==> config.mk <==
export PLATFORM = sky130hd
export DESIGN_NAME = interleave_ctrl_flat
export DESIGN_NICKNAME = d
export VERILOG_FILES = /design/src/rtl/interleave_ctrl_if.sv /design/src/rtl/interleave_ctrl.sv /design/src/flat_wrapper.sv
export SDC_FILE = /design/constraint.sdc
export NUM_CORES = 1
export LEC_CHECK = 0
export ABC_AREA = 0
export BUFFER_PORTS_ARGS = -buffer_cell sky130_fd_sc_hd__buf_2
export CAP_MARGIN = 20
export CELL_PAD_IN_SITES_DETAIL_PLACEMENT = 0
export CELL_PAD_IN_SITES_GLOBAL_PLACEMENT = 1
export CORE_MARGIN = 5
export CORE_UTILIZATION = 25
export CTS_CLUSTER_DIAMETER = 200
export DETAILED_ROUTE_END_ITERATION = 6
export GPL_ROUTABILITY_DRIVEN = 0
export GPL_TIMING_DRIVEN = 1
export PLACE_DENSITY = 0.62
export SLEW_MARGIN = 20
export SYNTH_ARGS = -nofsm -noshare
export SYNTH_HDL_FRONTEND = slang
export SYNTH_SLANG_ARGS = --single-unit
export TNS_END_PERCENT = 100
==> constraint.sdc <==
create_clock -name clk -period 4.2 [get_ports clk]
set_input_delay 0.21 -clock clk [delete_from_list [all_inputs] [get_ports clk]]
set_output_delay 0.21 -clock clk [all_outputs]
set_load 0.1 [all_outputs]
==> src/rtl/interleave_ctrl_if.sv <==
// Handshake and datapath bundle between the codeword source, the interleaver
// datapath and the serial sink of interleave_ctrl.
interface interleave_ctrl_if #(
  parameter int n          = 7,
  parameter int symbol_num = 4
);
  localparam int F = n * symbol_num;

  logic [n-1:0] cw_i;
  logic         cw_valid;
  logic         cw_ready;
  logic         flush;
  logic         il_en;
  logic [F-1:0] il_data;
  logic [F-1:0] il_data_o;
  logic         bit_o;
  logic         bit_valid;
  logic         bit_ready;
  logic         frame_start;
  logic         frame_end;

  modport slave (
    input  cw_i, cw_valid, flush, il_data_o, bit_ready,
    output cw_ready, il_en, il_data, bit_o, bit_valid, frame_start, frame_end
  );

  modport master (
    output cw_i, cw_valid, flush, il_data_o, bit_ready,
    input  cw_ready, il_en, il_data, bit_o, bit_valid, frame_start, frame_end
  );
endinterface

==> src/rtl/interleave_ctrl.sv <==
// Collects codewords into a frame, launches the interleaver once per frame and
// serialises the interleaved result bit 0 first; fill and send never overlap.
module interleave_ctrl #(
  parameter int n          = 7,
  parameter int symbol_num = 4
) (
  input  logic              clk,
  input  logic              rst,
  interleave_ctrl_if.slave  bus
);
  localparam int F     = n * symbol_num;
  localparam int CW_W  = $clog2(symbol_num + 1);
  localparam int BIT_W = $clog2(F + 1);

  typedef enum logic [1:0] {
    FILL    = 2'd0,
    LAUNCH  = 2'd1,
    CAPTURE = 2'd2,
    SEND    = 2'd3
  } state_t;

  state_t           r_state;
  state_t           w_state_nxt;
  logic [CW_W-1:0]  r_cw_cnt;
  logic [CW_W-1:0]  w_cw_cnt_nxt;
  logic [CW_W-1:0]  w_cnt_acc;
  logic [BIT_W-1:0] r_bit_cnt;
  logic [BIT_W-1:0] w_bit_cnt_nxt;
  logic [F-1:0]     r_frame;
  logic [F-1:0]     w_frame_nxt;
  logic [F-1:0]     r_shift;
  logic [F-1:0]     w_shift_nxt;
  logic             w_accept;
  logic             w_pad;
  logic             w_xfer;

  // next-state, frame buffer and shift register update
  always_comb begin
    w_state_nxt   = r_state;
    w_cw_cnt_nxt  = r_cw_cnt;
    w_bit_cnt_nxt = r_bit_cnt;
    w_frame_nxt   = r_frame;
    w_shift_nxt   = r_shift;
    w_accept      = (r_state == FILL) && bus.cw_valid;
    w_cnt_acc     = r_cw_cnt + {{(CW_W-1){1'b0}}, w_accept};
    w_pad         = bus.flush && (w_cnt_acc != {CW_W{1'b0}});
    w_xfer        = (r_state == SEND) && bus.bit_ready;
    case (r_state)
      FILL: begin
        // a codeword accepted alongside flush lands before the zero padding
        for (int k = 0; k < symbol_num; k++) begin
          if (w_accept && (r_cw_cnt == CW_W'(k))) begin
            w_frame_nxt[k*n +: n] = bus.cw_i;
          end else if (w_pad && (CW_W'(k) >= w_cnt_acc)) begin
            w_frame_nxt[k*n +: n] = {n{1'b0}};
          end else begin
            w_frame_nxt[k*n +: n] = r_frame[k*n +: n];
          end
        end
        w_cw_cnt_nxt = w_cnt_acc;
        if (w_cnt_acc == CW_W'(symbol_num)) begin
          w_state_nxt = LAUNCH;
        end else if (w_pad) begin
          w_state_nxt = LAUNCH;
        end else begin
          w_state_nxt = FILL;
        end
      end
      LAUNCH: begin
        w_state_nxt = CAPTURE;
      end
      CAPTURE: begin
        w_shift_nxt   = bus.il_data_o;
        w_bit_cnt_nxt = {BIT_W{1'b0}};
        w_state_nxt   = SEND;
      end
      SEND: begin
        if (w_xfer) begin
          w_shift_nxt = {1'b0, r_shift[F-1:1]};
          if (r_bit_cnt == BIT_W'(F - 1)) begin
            w_bit_cnt_nxt = {BIT_W{1'b0}};
            w_cw_cnt_nxt  = {CW_W{1'b0}};
            w_state_nxt   = FILL;
          end else begin
            w_bit_cnt_nxt = r_bit_cnt + {{(BIT_W-1){1'b0}}, 1'b1};
            w_state_nxt   = SEND;
          end
        end else begin
          w_state_nxt = SEND;
        end
      end
      default: begin
        w_state_nxt = FILL;
      end
    endcase
  end

  // state and datapath registers; reset discards any frame in flight
  always_ff @(posedge clk) begin
    if (rst) begin
      r_state   <= FILL;
      r_cw_cnt  <= {CW_W{1'b0}};
      r_bit_cnt <= {BIT_W{1'b0}};
      r_frame   <= {F{1'b0}};
      r_shift   <= {F{1'b0}};
    end else begin
      r_state   <= w_state_nxt;
      r_cw_cnt  <= w_cw_cnt_nxt;
      r_bit_cnt <= w_bit_cnt_nxt;
      r_frame   <= w_frame_nxt;
      r_shift   <= w_shift_nxt;
    end
  end

  // outputs decode registered state only
  assign bus.cw_ready    = (r_state == FILL);
  assign bus.il_en       = (r_state == LAUNCH);
  assign bus.il_data     = r_frame;
  assign bus.bit_valid   = (r_state == SEND);
  assign bus.bit_o       = (r_state == SEND) & r_shift[0];
  assign bus.frame_start = (r_state == SEND) && (r_bit_cnt == {BIT_W{1'b0}});
  assign bus.frame_end   = (r_state == SEND) && (r_bit_cnt == BIT_W'(F - 1));
endmodule

==> src/flat_wrapper.sv <==
// flat-port wrapper written by rule: the top's interface ports become plain ports
module interleave_ctrl_flat 
#(
  parameter int n          = 7,
  parameter int symbol_num = 4
)
  (clk, rst, bus_cw_i, bus_cw_valid, bus_flush, bus_il_data_o, bus_bit_ready, bus_cw_ready, bus_il_en, bus_il_data, bus_bit_o, bus_bit_valid, bus_frame_start, bus_frame_end);
  interleave_ctrl_if #(.n(n), .symbol_num(symbol_num)) bus_i ();
  input  logic clk;
  input  logic rst;
  input wire logic [$bits(bus_i.cw_i)-1:0] bus_cw_i;
  input wire logic [$bits(bus_i.cw_valid)-1:0] bus_cw_valid;
  input wire logic [$bits(bus_i.flush)-1:0] bus_flush;
  input wire logic [$bits(bus_i.il_data_o)-1:0] bus_il_data_o;
  input wire logic [$bits(bus_i.bit_ready)-1:0] bus_bit_ready;
  output wire logic [$bits(bus_i.cw_ready)-1:0] bus_cw_ready;
  output wire logic [$bits(bus_i.il_en)-1:0] bus_il_en;
  output wire logic [$bits(bus_i.il_data)-1:0] bus_il_data;
  output wire logic [$bits(bus_i.bit_o)-1:0] bus_bit_o;
  output wire logic [$bits(bus_i.bit_valid)-1:0] bus_bit_valid;
  output wire logic [$bits(bus_i.frame_start)-1:0] bus_frame_start;
  output wire logic [$bits(bus_i.frame_end)-1:0] bus_frame_end;
  assign bus_i.cw_i = bus_cw_i;
  assign bus_i.cw_valid = bus_cw_valid;
  assign bus_i.flush = bus_flush;
  assign bus_i.il_data_o = bus_il_data_o;
  assign bus_i.bit_ready = bus_bit_ready;
  assign bus_cw_ready = bus_i.cw_ready;
  assign bus_il_en = bus_i.il_en;
  assign bus_il_data = bus_i.il_data;
  assign bus_bit_o = bus_i.bit_o;
  assign bus_bit_valid = bus_i.bit_valid;
  assign bus_frame_start = bus_i.frame_start;
  assign bus_frame_end = bus_i.frame_end;
  interleave_ctrl #(.n(n), .symbol_num(symbol_num)) u_core (.clk(clk), .rst(rst), .bus(bus_i));
endmodule
======== Word-level counts from Yosys, hierarchy flattened ========
Cells that the tools add are included.
cells by class
  add/subtract/negate cells ............... 2
  $lt $le $gt $ge ......................... 4
  eq/ne operators ......................... 10
  mux-type cells .......................... 21
  bitwise operators ....................... 1
  reduce and logical (&&, ||, !) cells .... 29
operators by type and width
  operator                                             number
  2-to-1 mux 7 bit                                     8
  one-hot mux 28 bit (2 select lines)                  1
  2-to-1 mux 28 bit                                    1
  logical AND 1 bit                                    13
  nonzero test 2 bit                                   6
  2-to-1 mux 5 bit                                     2
  one-hot mux 5 bit (2 select lines)                   1
  AND reduction 2 bit                                  5
  one-hot mux 2 bit (4 select lines)                   1
  == test 3 x 2 -> 1 bit (second input constant)       2
  >= comparator 1 x 3 -> 1 bit (first input constant)  2
  >= comparator 2 x 3 -> 1 bit (first input constant)  2
  2-to-1 mux 2 bit                                     3
  2-to-1 mux 3 bit                                     2
  one-hot mux 3 bit (2 select lines)                   1
  adder 5 x 1 -> 5 bit (second input constant)         1
  == test 5 bit (second input constant)                1
  logical NOT 5 bit                                    1
  == test 2 bit (second input constant)                2
  != test 2 x 1 -> 1 bit (second input constant)       2
  adder 3 x 1 -> 3 bit                                 1
  == test 3 x 1 -> 1 bit (second input constant)       1
  == test 3 bit (second input constant)                1
  logical NOT 3 bit                                    1
  6 further kinds                                      6
word-level totals
  bits in registers ....................... 66
  input port bits ......................... 40
  output and inout port bits .............. 34
  word-level logic and storage cells ...... 75

======== Longest topological paths before layout ========
Gate-level depths: netlist (run 1).
  word-level depth ........................ 8
  gate-level depth with buffers ........... 9
  gate-level depth less buffers ........... 8

======== Worst setup path after synthesis (run 1) ========
Ideal clock, no wire load.
  kind .................................... reg-to-reg
  start point ............................. register u_core.r_state[0]
  end point ............................... register u_core.r_frame[21] (netlist: u_core.bus.il_data[21])
  library setup time ...................... 0.062 ns
  arrival time ............................ 3.436 ns
  setup slack ............................. 0.701 ns
  cell stages (with the launch flop) ...... 10
  path buffers ............................ 1
  period minus slack after synthesis ...... 3.499 ns
  cells stage by stage .................... dfxtp_1 > buf_2 > nor2_1 > and2_1 > ha_1 > ha_1 > nor2_1 > and4bb_2 > a311oi_2 > a22o_1
between the ends
  longest elaborated chain between the ends .. 8
  elaborated cells on any way between the ends .. 11
  those cells by class .................... add/sub: 1; order compare: 1; mux: 1; reduce/logical: 8
RTL lines
  what                                                                          line                    RTL
  start: declaration                                                            interleave_ctrl.sv:22   state_t r_state;
  start signal: assignment                                                      interleave_ctrl.sv:107  r_state <= w_state_nxt;
  logical NOT 2 bit (*)                                                         -
  via bus_cw_ready                                                              flat_wrapper.sv:16      output wire logic [$bits(bus_i.cw_ready)-1:0] bus_cw_ready;
  parallel branches: the longest is 7 deep, another holds adder 3 x 1 -> 3 bit  -
  end signal: assignment                                                        interleave_ctrl.sv:104  r_frame <= {F{1'b0}};
  end signal: assignment                                                        interleave_ctrl.sv:110  r_frame <= w_frame_nxt;
  end: declaration                                                              interleave_ctrl.sv:29   logic [F-1:0] r_frame;
Mark *: on every way through the listed nets, which the timed path passes.
A chain may end at the register's enable or synchronous reset.

======== Final worst setup path (run 1) ========
  start point ............................. register u_core.r_state[1]
  end point ............................... register u_core.r_frame[26] (netlist: u_core.bus.il_data[26])
between the ends
  longest elaborated chain between the ends .. 8
  elaborated cells on any way between the ends .. 11
  those cells by class .................... add/sub: 1; order compare: 1; mux: 1; reduce/logical: 8
RTL lines
  what                                                                          line
  logical NOT 2 bit (*)                                                         interleave_ctrl.sv:44, interleave_ctrl.sv:48
  parallel branches: the longest is 7 deep, another holds adder 3 x 1 -> 3 bit  -
Mark *: on every way between the ends.

==> results of run 1 <==
==> stage by stage <==
stage	cell area [sq um]	std cells	utilization (%)	hold slack [ps]
final	3426	518	31.60	124.1
after floorplan	2770	310	-	353.9
after detailed placement	3229	502	29.79	462.5
after global placement	3229	502	29.79	462.2
after CTS	3426	518	31.60	103.5
after global routing	3426	518	31.60	110.4
==> how the worst min path moves through the flow <==
stage | from | slack, ps | depth (start not counted) | endpoint
4_1_cts | bus_il_data_o[8] | 100 | 3 | u_core.r_shift[8]
5_1_grt | bus_il_data_o[17] | 110 | 3 | u_core.r_shift[17]
6_report | bus_il_data_o[8] | 120 | 3 | u_core.r_shift[8]
2_1_floorplan | bus_cw_i[0] | 350 | 2 | u_core.bus.il_data[0]
3_5_place_dp | u_core.bus.il_data[27] | 460 | 1 | u_core.bus.il_data[27]
3_3_place_gp | u_core.r_shift[4] | 460 | 2 | u_core.r_shift[3]
==> state kept, by name (all words and copies together), names as in the netlist <==
signal	count
u_core.bus.il_data	28
u_core.r_bit_cnt	5
u_core.r_cw_cnt	3
u_core.r_shift	28
u_core.r_state	2
==> cell families (layout without fill, tap and decap cells) <==
logic type                 Yosys count  after routing  share of synthesized area, %
DFF                                 66             66                         47.70
adders and majority gates            4              4                         1.807
xor gates and xnor gates             1              1                        0.3162
and+or+nand+nor                    136            136                         22.49
buffers and inverters               28             96                         4.200
muxes                                8              8                         2.936
AOI/OAI and AO/OA                   67             67                         20.55
==> area by class of cell <==
cell class | instances | share of cell area, %
Multi-Input combinational cell | 216 | 38.93
Sequential cell | 66 | 38.57
Timing Repair Buffer | 75 | 11.10
Tap cell | 140 | 5.113
Clock buffer | 12 | 4.237
Clock inverter | 4 | 1.497
Inverter | 5 | 0.5478
==> cells in the mapped netlist <==
cell	count
or3_1	2
nor4_1	1
buf_2	3
a21oi_1	4
a22oi_1	1
ha_1	4
nand2_1	61
and2_1	4
or4b_4	1
and4bb_2	1
a22o_1	23
o211ai_1	1
nor3b_4	2
nand2b_1	1
and4b_1	1
mux2_2	1
a31oi_1	1
a311oi_2	1
buf_6	1
a211oi_2	2
nor4b_1	1
buf_1	6
dfxtp_1	66
mux2i_1	7
clkbuf_1	13
and3_1	2
xor2_1	1
nor2b_1	7
inv_1	5
o21ai_0	3
nor2_1	44
a32oi_1	3
nand3_1	3
a311oi_1	28
nor3_1	5
==> metal layers <==
metal  global-route usage (%)  part of all wire, %
met5                        0                    0
met4                    3.521                  1.3
met3                    4.158                  7.2
met2                    17.21                   42
met1                    14.65                   49
==> power by group through the flow <==
stage	sequential, uW	clock [uW]	combinational, uW
final	820	535	740
after global routing	838	591	808
after CTS	820	558	749
after detailed placement	834	0	749
after global placement	832	0	746
after floorplan	1000	0	451
==> critical path, delay by kind of cell (launching register included) <==
family | cells | cell delay [ps]
adder cells (fa/ha/maj) | 2 | 500
AND/OR/NAND/NOR | 4 | 800
AO/OA/AOI/OAI | 2 | 760
flip-flops | 1 | 590
==> implementation parameters, run 1 <==
Parameter                              Value

Timing
  Final count of negative-setup-slack endpoints ... 0
  Final period demand of the worst path ... between 2000 and 3000 ps
  Unrepaired setup endpoints after global routing ... no
  Min setup slack post-route ... ~1500 ps
  Final period util ... between 60% and 70%
  Final Hold Violating Endpoints ... 0
  Sum of negative setup slack ... 0 ps
  Pin slew with the least headroom to its limit ... 1051 ps
  Fin Clk Skew ... about 12 ps
  Max-slew headroom at the worst pin ... between 20 and 30%
  Maximum clock frequency ... between 300 and 400 MHz
  Max-slew violation total from the final report ... 0

Logic synthesis
  Top-area cell type share of the netlist area ... between 40% and 50%
  Netlist area before placement ... between 0.002 and 0.003 sq mm
  Mean area per synthesized cell ... between 8 and 9 sq um
  Yosys reg bits ... 66
  Seq/Total Area, Yosys ... 47.70%
  Leading area contributor after synthesis ... dfxtp_1
  Nets in the synthesized netlist ... around 350
  Top cells by area, synth ... dfxtp_1, a311oi_1, nand2_1, a22o_1, nor2_1
  Yosys warning count ... 0
  Mapped Cells ... 310
  Number of distinct standard cells referenced by the synthesized netlist ... 35

Final layout
  Ratio of cells with drive above 1 in the final layout ... between 20% and 30%
  Multi-input logic area ... around 0.0013 sq mm
  Most common cell after layout, fill and taps aside ... buf_2
  Diode count ... 0
  Final layout net count ... around 420
  Area growth, synth to finish ... 23.67%
  Total of fill cells in the finished design ... between 1,000 and 1,500
  Flip-flop and latch area ... between 0.001 and 0.0015 sq mm
  Most frequent cells in the layout ... buf_2, dfxtp_1, nand2_1

GRT
  Global-route usage over all layers ... ~11%
  Largest net degree at the start of global routing ... 56
  Via count of the first global-routing pass ... roughly 2,400
  Overflow left after global routing ... 0
  Antenna violations before repair ... 0
  Global-route wire length before repair ... 11,810 um

Worst setup path
  Data arrival time of the worst path ... 2980 ps
  Library cell contributing the largest single delay on the critical path ... dfxtp_1
  Crit path capture ... u_core.bus.il_data[26]
  Critical Path End Type ... flip-flop
  Critical path launch point type ... flip-flop
  Crit-path max cell delay ... 590 ps
  Critical path class ... flip-flop to flip-flop
  R2R depth ... 8
  Critical path launch point ... u_core.r_state[1]
  Required time at the worst-slack endpoint ... around 4500 ps
  Reg-to-reg critical path startpoint ... u_core.r_state[1]
  Chain of cells forming the critical path ... nor2_1 > and2_1 > ha_1 > ha_1 > nor2_1 > and4bb_2 > a311oi_2 > a22o_1
  Reg-to-reg critical path endpoint ... u_core.bus.il_data[26]
  Minimum setup slack among reg-to-reg paths ... 1500 ps
  Maximum net fanout on the critical path ... 15

Clock tree
  Cells resized by post-CTS repair ... 0
  Clock tree from TritonCTS ... built
  H-tree depth reported by CTS ... 3
  Clock transition at the registers of the reported paths ... approximately 80 ps
  TritonCTS Buffers ... 9
  Number of post-CTS setup repair buffers ... 0
  Worst-Skew Late Latency ... about 340 ps
  CTS Root Buffer Type ... clkbuf_8
  Maximum number of buffers from clock root to sink ... 2
  Clk sink count ... between 60 and 70
  Quantity of hold-fixing buffers added after cts ... 0

Placed design
  Worst setup timing slack at the placement stage ... between 1500 and 2000 ps
  Quantity of I/O buffers inserted on ports ... 73
  HPWL after detailed placement ... about 5000 um

Floorplanning
  Area of the core ... around 0.011 sq mm
  Die Area ... around 0.013 sq mm
  Width of the chip ... 115.3 um
  Number of primary I/O pins ... 74
  Vertical die dimension ... ~120 um
  Initial Util ... approximately 26%
  Row count ... 38

Routing
  Number of iterations in the first detailed-routing pass ... 4
  Detailed-route DRC error count ... 0
  Per-cell routed wire length ... roughly 14 um
  Drt via density ... 4.643
  Aggregate routed wire length ... just over 7000 um
  Number of vias after detailed routing ... approximately 2,400
  Antenna Nets Post-Route ... 0
  Number of DRC violations after detailed-routing iteration 0 ... between 80 and 90

Pwr
  Share of power burned in the clock network ... between 20% and 30%
  Leak Pwr ... 0.001476 uW
  Worst VDD drop ... 205.6 uV
  Combinational power share ... between 30% and 40%
  Sw power ... around 860 uW
  Cell area power density ... approximately 610 mW/mm^2
  Part of the total power dissipated in sequential elements ... between 30% and 40%
  Fraction of power spent switching nets ... 41.19%
  Internal power ... around 1200 uW
  Sum of internal, switching and leakage power ... ~2100 uW

Outcome
  Result of the run ... completed

Min path
  Worst hold path type ... primary input to flip-flop

Job
  Number of maximum-capacitance constraint violations ... 0
No activity file was read; power rests on OpenSTA's default activity.
==> run 2: changes to the inputs <==
- PLACE_DENSITY: 0.62 -> 0.64
- clock period: 4.2 -> 2.3 ns (I/O delays scaled with it)
==> run 2 against run 1 <==
Against the previous run:
- count of clock-buffer cells in the layout fell by 2
- register-to-register slack got worse by 1300 ps
- hold slack got worse by 100 ps
- global-route usage increased by 0.14 points
- total power rose by 110%
- combinational power grew 100%
==> implementation parameters, run 2 (synthesis gave the netlist of run 1 again) <==
Parameter                              Value

Timing
  Final period demand of the worst path ... 2087 ps (was 2701 ps)
  Final Hold Violating Endpoints ... 0 (unchanged)
  Final period util ... 90.72% (was 64.31%)
  Maximum clock frequency ... 479.2 MHz (was 370.2 MHz)
  Fin Clk Skew ... 7.859 ps (was 12.48 ps)
  Max-slew headroom at the worst pin ... 51.56% (was 29.91%)
  Max-slew violation total from the final report ... 0 (unchanged)
  Pin slew with the least headroom to its limit ... 726.6 ps (was 1051 ps)
  Unrepaired setup endpoints after global routing ... no (unchanged)
  Final count of negative-setup-slack endpoints ... 0 (unchanged)

GRT
  Largest net degree at the start of global routing ... 56 (unchanged)
  Global-route usage over all layers ... 11.35% (was 11.21%)
  Overflow left after global routing ... 0 (unchanged)
  Global-route wire length before repair ... 11,960 um (was 11,810 um)
  Via count of the first global-routing pass ... 2,363 (was 2,413)
  Antenna violations before repair ... 0 (unchanged)

Worst setup path
  Chain of cells forming the critical path ... nor2_4 > and2_1 > ha_2 > ha_4 > nor2_2 > and4bb_4 > a211oi_4 > a22o_1 (was nor2_1 > and2_1 > ha_1 > ha_1 > nor2_1 > and4bb_2 > a311oi_2 > a22o_1)
  Critical path launch point type ... flip-flop (unchanged)
  Library cell contributing the largest single delay on the critical path ... dfxtp_2 (was dfxtp_1)
  Required time at the worst-slack endpoint ... 2580 ps (was 4480 ps)
  Kind of cell adding the most delay to the critical path ... simple AND/OR/NAND/NOR gates (unchanged)
  Critical path class ... flip-flop to flip-flop (unchanged)
  Crit-path max cell delay ... 450 ps (was 590 ps)
  Critical Path End Type ... flip-flop (unchanged)
  Maximum net fanout on the critical path ... 11 (was 15)
  Data arrival time of the worst path ... 2370 ps (was 2980 ps)
  Minimum setup slack among reg-to-reg paths ... 210 ps (was 1500 ps)
  Worst Path Buf+Inv ... 0 (unchanged)

Pwr
  Worst VDD drop ... 567.1 uV (was 205.6 uV)
  Internal power ... 2653 uW (was 1232 uW)
  Sw power ... 1644 uW (was 862.6 uW)
  Leak Pwr ... 0.001552 uW (was 0.001476 uW)
  Share of power burned in the clock network ... 31.0% (was 25.6%)
  Fraction of power spent switching nets ... 38.27% (was 41.19%)
  Combinational power share ... 34.4% (was 35.3%)
  Sum of internal, switching and leakage power ... 4297 uW (was 2094 uW)
  Part of the total power dissipated in sequential elements ... 34.6% (was 39.1%)
  Cell area power density ... 1178 mW/mm^2 (was 611.4 mW/mm^2)

Placed design
  Placed Cells ... 507 (was 502)
  HPWL after detailed placement ... 5029 um (was 4894 um)
  Quantity of I/O buffers inserted on ports ... 73 (unchanged)
  Standard cell area after detailed placement ... 0.003372 sq mm (was 0.003229 sq mm)

Clock tree
  Clock tree from TritonCTS ... built (unchanged)
  Maximum number of buffers from clock root to sink ... 2 (unchanged)
  Cells resized by post-CTS repair ... 0 (unchanged)
  Clock transition at the registers of the reported paths ... 70 ps (was 80 ps)
  Quantity of hold-fixing buffers added after cts ... 0 (unchanged)
  TritonCTS Buffers ... 9 (unchanged)
  Number of post-CTS setup repair buffers ... 0 (unchanged)
  Clk sink count ... 66 (unchanged)
  CTS Root Buffer Type ... clkbuf_8 (unchanged)
  H-tree depth reported by CTS ... 3 (unchanged)
  Worst-Skew Late Latency ... 340 ps (about the same)

Floorplanning
  Number of primary I/O pins ... 74 (unchanged)
  Initial Util ... 25.55% (unchanged)
  Area of the core ... 0.01084 sq mm (unchanged)
  Width of the chip ... 115.3 um (unchanged)
  Vertical die dimension ... 115.3 um (unchanged)
  Die Area ... 0.01329 sq mm (unchanged)
  Row count ... 38 (unchanged)

Final layout
  Diode count ... 0 (unchanged)
  Final layout net count ... 422 (was 417)
  Ratio of cells with drive above 1 in the final layout ... 28.72% (was 25.93%)
  Total of fill cells in the finished design ... 1,157 (was 1,191)
  Most common cell after layout, fill and taps aside ... buf_2 (unchanged)
  Most frequent cells in the layout ... buf_2, dfxtp_1, nand2_1 (unchanged)
  Area growth, synth to finish ... 31.66% (was 23.67%)
  Utilization after layout ... 33.65% (was 31.60%)
  Fin area ... 0.003647 sq mm (was 0.003426 sq mm)
  Non-Filler Instances ... 523 (was 518)

Outcome
  Result of the run ... completed (unchanged)

Routing
  Number of iterations in the first detailed-routing pass ... 4 (unchanged)
  Number of DRC violations after detailed-routing iteration 0 ... 130 (was 85)
  Aggregate routed wire length ... 7076 um (was 7054 um)
  Per-cell routed wire length ... 13.53 um (was 13.62 um)
  Antenna Nets Post-Route ... 0 (unchanged)
  Number of vias after detailed routing ... 2,397 (was 2,405)
  Detailed-route DRC error count ... 0 (unchanged)
  Drt via density ... 4.583 (was 4.643)

Min path
  Worst hold path type ... primary input to flip-flop (unchanged)

Job
  Number of maximum-capacitance constraint violations ... 0 (unchanged)
run 2: final timing paths:
| path | startpoint | endpoint | cells past startpoint |
|---|---|---|---|
| min reg2reg | u_core.r_shift[1] | u_core.r_shift[0] | 2 |
| min | bus_cw_i[3] | u_core.bus.il_data[3] | 3 |
| max | u_core.r_state[0] | u_core.bus.il_data[17] | 8 |
| max reg2reg | u_core.r_state[0] | u_core.bus.il_data[17] | 8 |
run 2: area by class of cell:
class | count | area (sq um) | area share, %
clock inverters | 6 | 137.6 | 3.774
multi-input cells | 216 | 1393 | 38.18
repair buffers | 80 | 462.9 | 12.69
flip-flops and latches | 66 | 1323 | 36.26
clock buffers | 10 | 137.6 | 3.774
inverters | 5 | 18.77 | 0.5146
well taps | 140 | 175.2 | 4.803
run 2: power groups by stage:
stage	Clock (uW)	Combinational [uW]	Sequential [uW]
after floorplan	0	898	1840
after global placement	0	1480	1510
after detailed placement	0	1500	1510
after CTS	1370	1500	1490
after global routing	1430	1620	1520
final	1330	1480	1490
run 2: per-layer routing:
layer  up-vias  global-route usage [%]  part of all wire [%]
met5         -                       0                     0
met1      1072                   15.17                    49
li1       1241                       -                     -
met2        71                   17.01                    42
met3        13                   4.421                   7.8
met4         0                   3.286                   1.2
run 2: worst register-to-register path, stage by stage (launching register included):
cell	delay, ps
dfxtp_2	450
nor2_4	70
and2_1	140
ha_2	190
ha_4	250
nor2_2	100
and4bb_4	280
a211oi_4	370
a22o_1	190
run 2: through the flow:
stage	setup TNS [ps]	hold slack, ps	worst slack [ps]
2_1_floorplan	-3314	258.9	-162.8
3_3_place_gp	0	363.6	270.4
3_5_place_dp	0	369.5	220.2
4_1_cts	0	1.520	187.8
5_1_grt	0	14.60	73.11
6_report	0	23.67	213.4
==> run 3: changes to the inputs <==
--- a/config.mk
+++ b/config.mk
@@ -19,3 +19,2 @@
 export PLACE_DENSITY = 0.64
-export SLEW_MARGIN = 20
 export SYNTH_ARGS = -nofsm -noshare
--- a/constraint.sdc
+++ b/constraint.sdc
@@ -3,2 +3,2 @@
 set_output_delay 0.115 -clock clk [all_outputs]
-set_load 0.1 [all_outputs]
+set_load 0.005 [all_outputs]
==> run 3 against run 2 <==
Against the previous run:
- register-to-register slack got worse by 30 ps
- final cell count grew 0.57%
- design area down 3.5%
- non-clock buffer count up 3
- sequential power hardly changed
- total power decreased by 20%
- die area unchanged
- clock power shrank 25%
- highest routed layer unchanged
==> implementation parameters, run 3 (synthesis gave the netlist of run 1 again) <==
Parameter                              Value

Outcome
  Result of the run ... completed (unchanged)

Timing
  Final count of negative-setup-slack endpoints ... 0 (unchanged)
  Worst slack on hold paths ... 29.89 ps (was 23.67 ps)
  Maximum clock frequency ... 471.4 MHz (was 479.2 MHz)
  Sum of negative setup slack ... 0 ps (unchanged)
  Max-slew headroom at the worst pin ... 47.05% (was 51.56%)
  Fin Clk Skew ... 6.863 ps (was 7.859 ps)
  Final Hold Violating Endpoints ... 0 (unchanged)
  Final period util ... 92.23% (was 90.72%)
  Pin slew with the least headroom to its limit ... 783.2 ps (was 726.6 ps)
  Max-slew violation total from the final report ... 0 (unchanged)
  Min setup slack post-route ... 178.7 ps (was 213.4 ps)
  Unrepaired setup endpoints after global routing ... no (unchanged)
  Final period demand of the worst path ... 2121 ps (was 2087 ps)

Worst setup path
  Critical Path End Type ... flip-flop (unchanged)
  Library cell contributing the largest single delay on the critical path ... a211oi_4 (was dfxtp_2)
  Crit-path max cell delay ... 390 ps (was 450 ps)
  Worst Path Buf+Inv ... 0 (unchanged)
  Maximum net fanout on the critical path ... 7 (was 11)
  Required time at the worst-slack endpoint ... 2580 ps (about the same)
  Kind of cell adding the most delay to the critical path ... simple AND/OR/NAND/NOR gates (unchanged)
  Critical path class ... flip-flop to flip-flop (unchanged)
  Chain of cells forming the critical path ... nor2_1 > and2_1 > ha_1 > ha_1 > nor2_1 > and4bb_2 > a211oi_4 > a22o_1 (was nor2_4 > and2_1 > ha_2 > ha_4 > nor2_2 > and4bb_4 > a211oi_4 > a22o_1)
  Data arrival time of the worst path ... 2400 ps (was 2370 ps)
  Critical path launch point type ... flip-flop (unchanged)

GRT
  Global-route wire length before repair ... 11,630 um (was 11,960 um)
  Global-route usage over all layers ... 10.90% (was 11.35%)
  Via count of the first global-routing pass ... 2,321 (was 2,363)
  Largest net degree at the start of global routing ... 56 (unchanged)
  Antenna violations before repair ... 0 (unchanged)
  Overflow left after global routing ... 0 (unchanged)

Clock tree
  Worst-Skew Late Latency ... 340 ps (about the same)
  Clk sink count ... 66 (unchanged)
  Maximum number of buffers from clock root to sink ... 2 (unchanged)
  Clock transition at the registers of the reported paths ... 70 ps (about the same)
  Number of post-CTS setup repair buffers ... 0 (unchanged)
  CTS Root Buffer Type ... clkbuf_8 (unchanged)
  Clock tree from TritonCTS ... built (unchanged)
  H-tree depth reported by CTS ... 3 (unchanged)
  TritonCTS Buffers ... 9 (unchanged)

Floorplanning
  Row count ... 38 (unchanged)
  Width of the chip ... 115.3 um (unchanged)
  Number of primary I/O pins ... 74 (unchanged)
  Die Area ... 0.01329 sq mm (unchanged)
  Initial Util ... 25.55% (unchanged)
  Vertical die dimension ... 115.3 um (unchanged)
  Area of the core ... 0.01084 sq mm (unchanged)

Placed design
  HPWL after detailed placement ... 5077 um (was 5029 um)
  Quantity of I/O buffers inserted on ports ... 73 (unchanged)
  Worst setup timing slack at the placement stage ... 87.21 ps (was 220.2 ps)

Final layout
  Ratio of cells with drive above 1 in the final layout ... 27.46% (was 28.72%)
  Most frequent cells in the layout ... buf_2, dfxtp_1, nand2_1 (unchanged)
  Area growth, synth to finish ... 27.06% (was 31.66%)
  Diode count ... 0 (unchanged)
  Most common cell after layout, fill and taps aside ... buf_2 (unchanged)
  Final layout net count ... 425 (was 422)

Min path
  Worst hold path type ... primary input to flip-flop (unchanged)

Pwr
  Cell area power density ... 975.5 mW/mm^2 (was 1178 mW/mm^2)
  Worst VDD drop ... 353.4 uV (was 567.1 uV)
  Leak Pwr ... 0.001525 uW (was 0.001552 uW)
  Sum of internal, switching and leakage power ... 3433 uW (was 4297 uW)
  Part of the total power dissipated in sequential elements ... 42.4% (was 34.6%)
  Combinational power share ... 28.5% (was 34.4%)
  Fraction of power spent switching nets ... 32.98% (was 38.27%)
  Internal power ... 2301 uW (was 2653 uW)
  Sw power ... 1132 uW (was 1644 uW)
  Share of power burned in the clock network ... 29.0% (was 31.0%)

Job
  Number of maximum-capacitance constraint violations ... 0 (unchanged)

Routing
  Aggregate routed wire length ... 7155 um (was 7076 um)
  Detailed-route DRC error count ... 0 (unchanged)
  Antenna Nets Post-Route ... 0 (unchanged)
  Number of iterations in the first detailed-routing pass ... 4 (unchanged)
  Number of vias after detailed routing ... 2,469 (was 2,397)
  Per-cell routed wire length ... 13.60 um (was 13.53 um)
  Number of DRC violations after detailed-routing iteration 0 ... 116 (was 130)
  Drt via density ... 4.694 (was 4.583)
run 3: changes by cell type in the layout (fill, tap and decap cells not counted), moves of 2 or more:
cell,before,now
buf_2,70,73
clkinv_2,0,2
bufinv_16,4,1
buf_4,7,9
nor2_1,42,44
ha_1,2,4
buf_12,3,0
run 3: final timing paths:
kind	from	slack, ps	cells after the start	end
worst max-delay path	u_core.r_state[1]	180	8	u_core.bus.il_data[7]
worst min-delay path	bus_cw_i[1]	30	3	u_core.bus.il_data[1]
worst min register to register	u_core.r_shift[25]	470	2	u_core.r_shift[24]
worst max register to register	u_core.r_state[1]	180	8	u_core.bus.il_data[7]
run 3: area by class of cell:
cell class	instances	area, sq um
repair buffers	83	442.9
flip-flops and latches	66	1321
clock inverters	6	65.06
clock buffers	10	137.6
inverters	5	18.77
well taps	140	175.2
fillers	1129	7321
multi-input cells	216	1359
run 3: layer usage:
layer	vias to the layer above	GRT usage [%]	routed length (um)
li1	1245	-	-
met1	1128	15.35	3472
met2	88	16.17	3044
met3	8	3.263	562
met4	0	3.052	76
met5	-	0	0
run 3: stage by stage:
| step | cells | instance area [sq um] | utilization (%) |
|---|---|---|---|
| 6_report | 526 | 3520 | 32.47 |
| 5_1_grt | 526 | 3520 | 32.47 |
| 4_1_cts | 526 | 3493 | 32.23 |
| 3_5_place_dp | 509 | 3281 | 30.26 |
| 3_3_place_gp | 509 | 3281 | 30.26 |
| 2_1_floorplan | 310 | 2770 | - |
run 3: power by group through the flow:
| stage | clock network (uW) | registers [uW] | logic [uW] |
|---|---|---|---|
| 6_report | 996 | 1460 | 980 |
| 3_3_place_gp | 0 | 1480 | 949 |
| 2_1_floorplan | 0 | 1470 | 675 |
| 5_1_grt | 1090 | 1480 | 1110 |
| 3_5_place_dp | 0 | 1480 | 957 |
| 4_1_cts | 1050 | 1460 | 962 |
run 3: tightest hold or removal path, cell delays in order:
cell and delay, ps:
buf_2 80, mux2i_1 60, nor2_1 70
run 3: repair_timing:
| item | in CTS | in global routing |
|---|---|---|
| hold buffers | 1 | 0 |
| setup endpoints to repair | 0 | 18 |
| resized for setup | 0 | 3 |
| hold endpoints to repair | 1 | 0 |
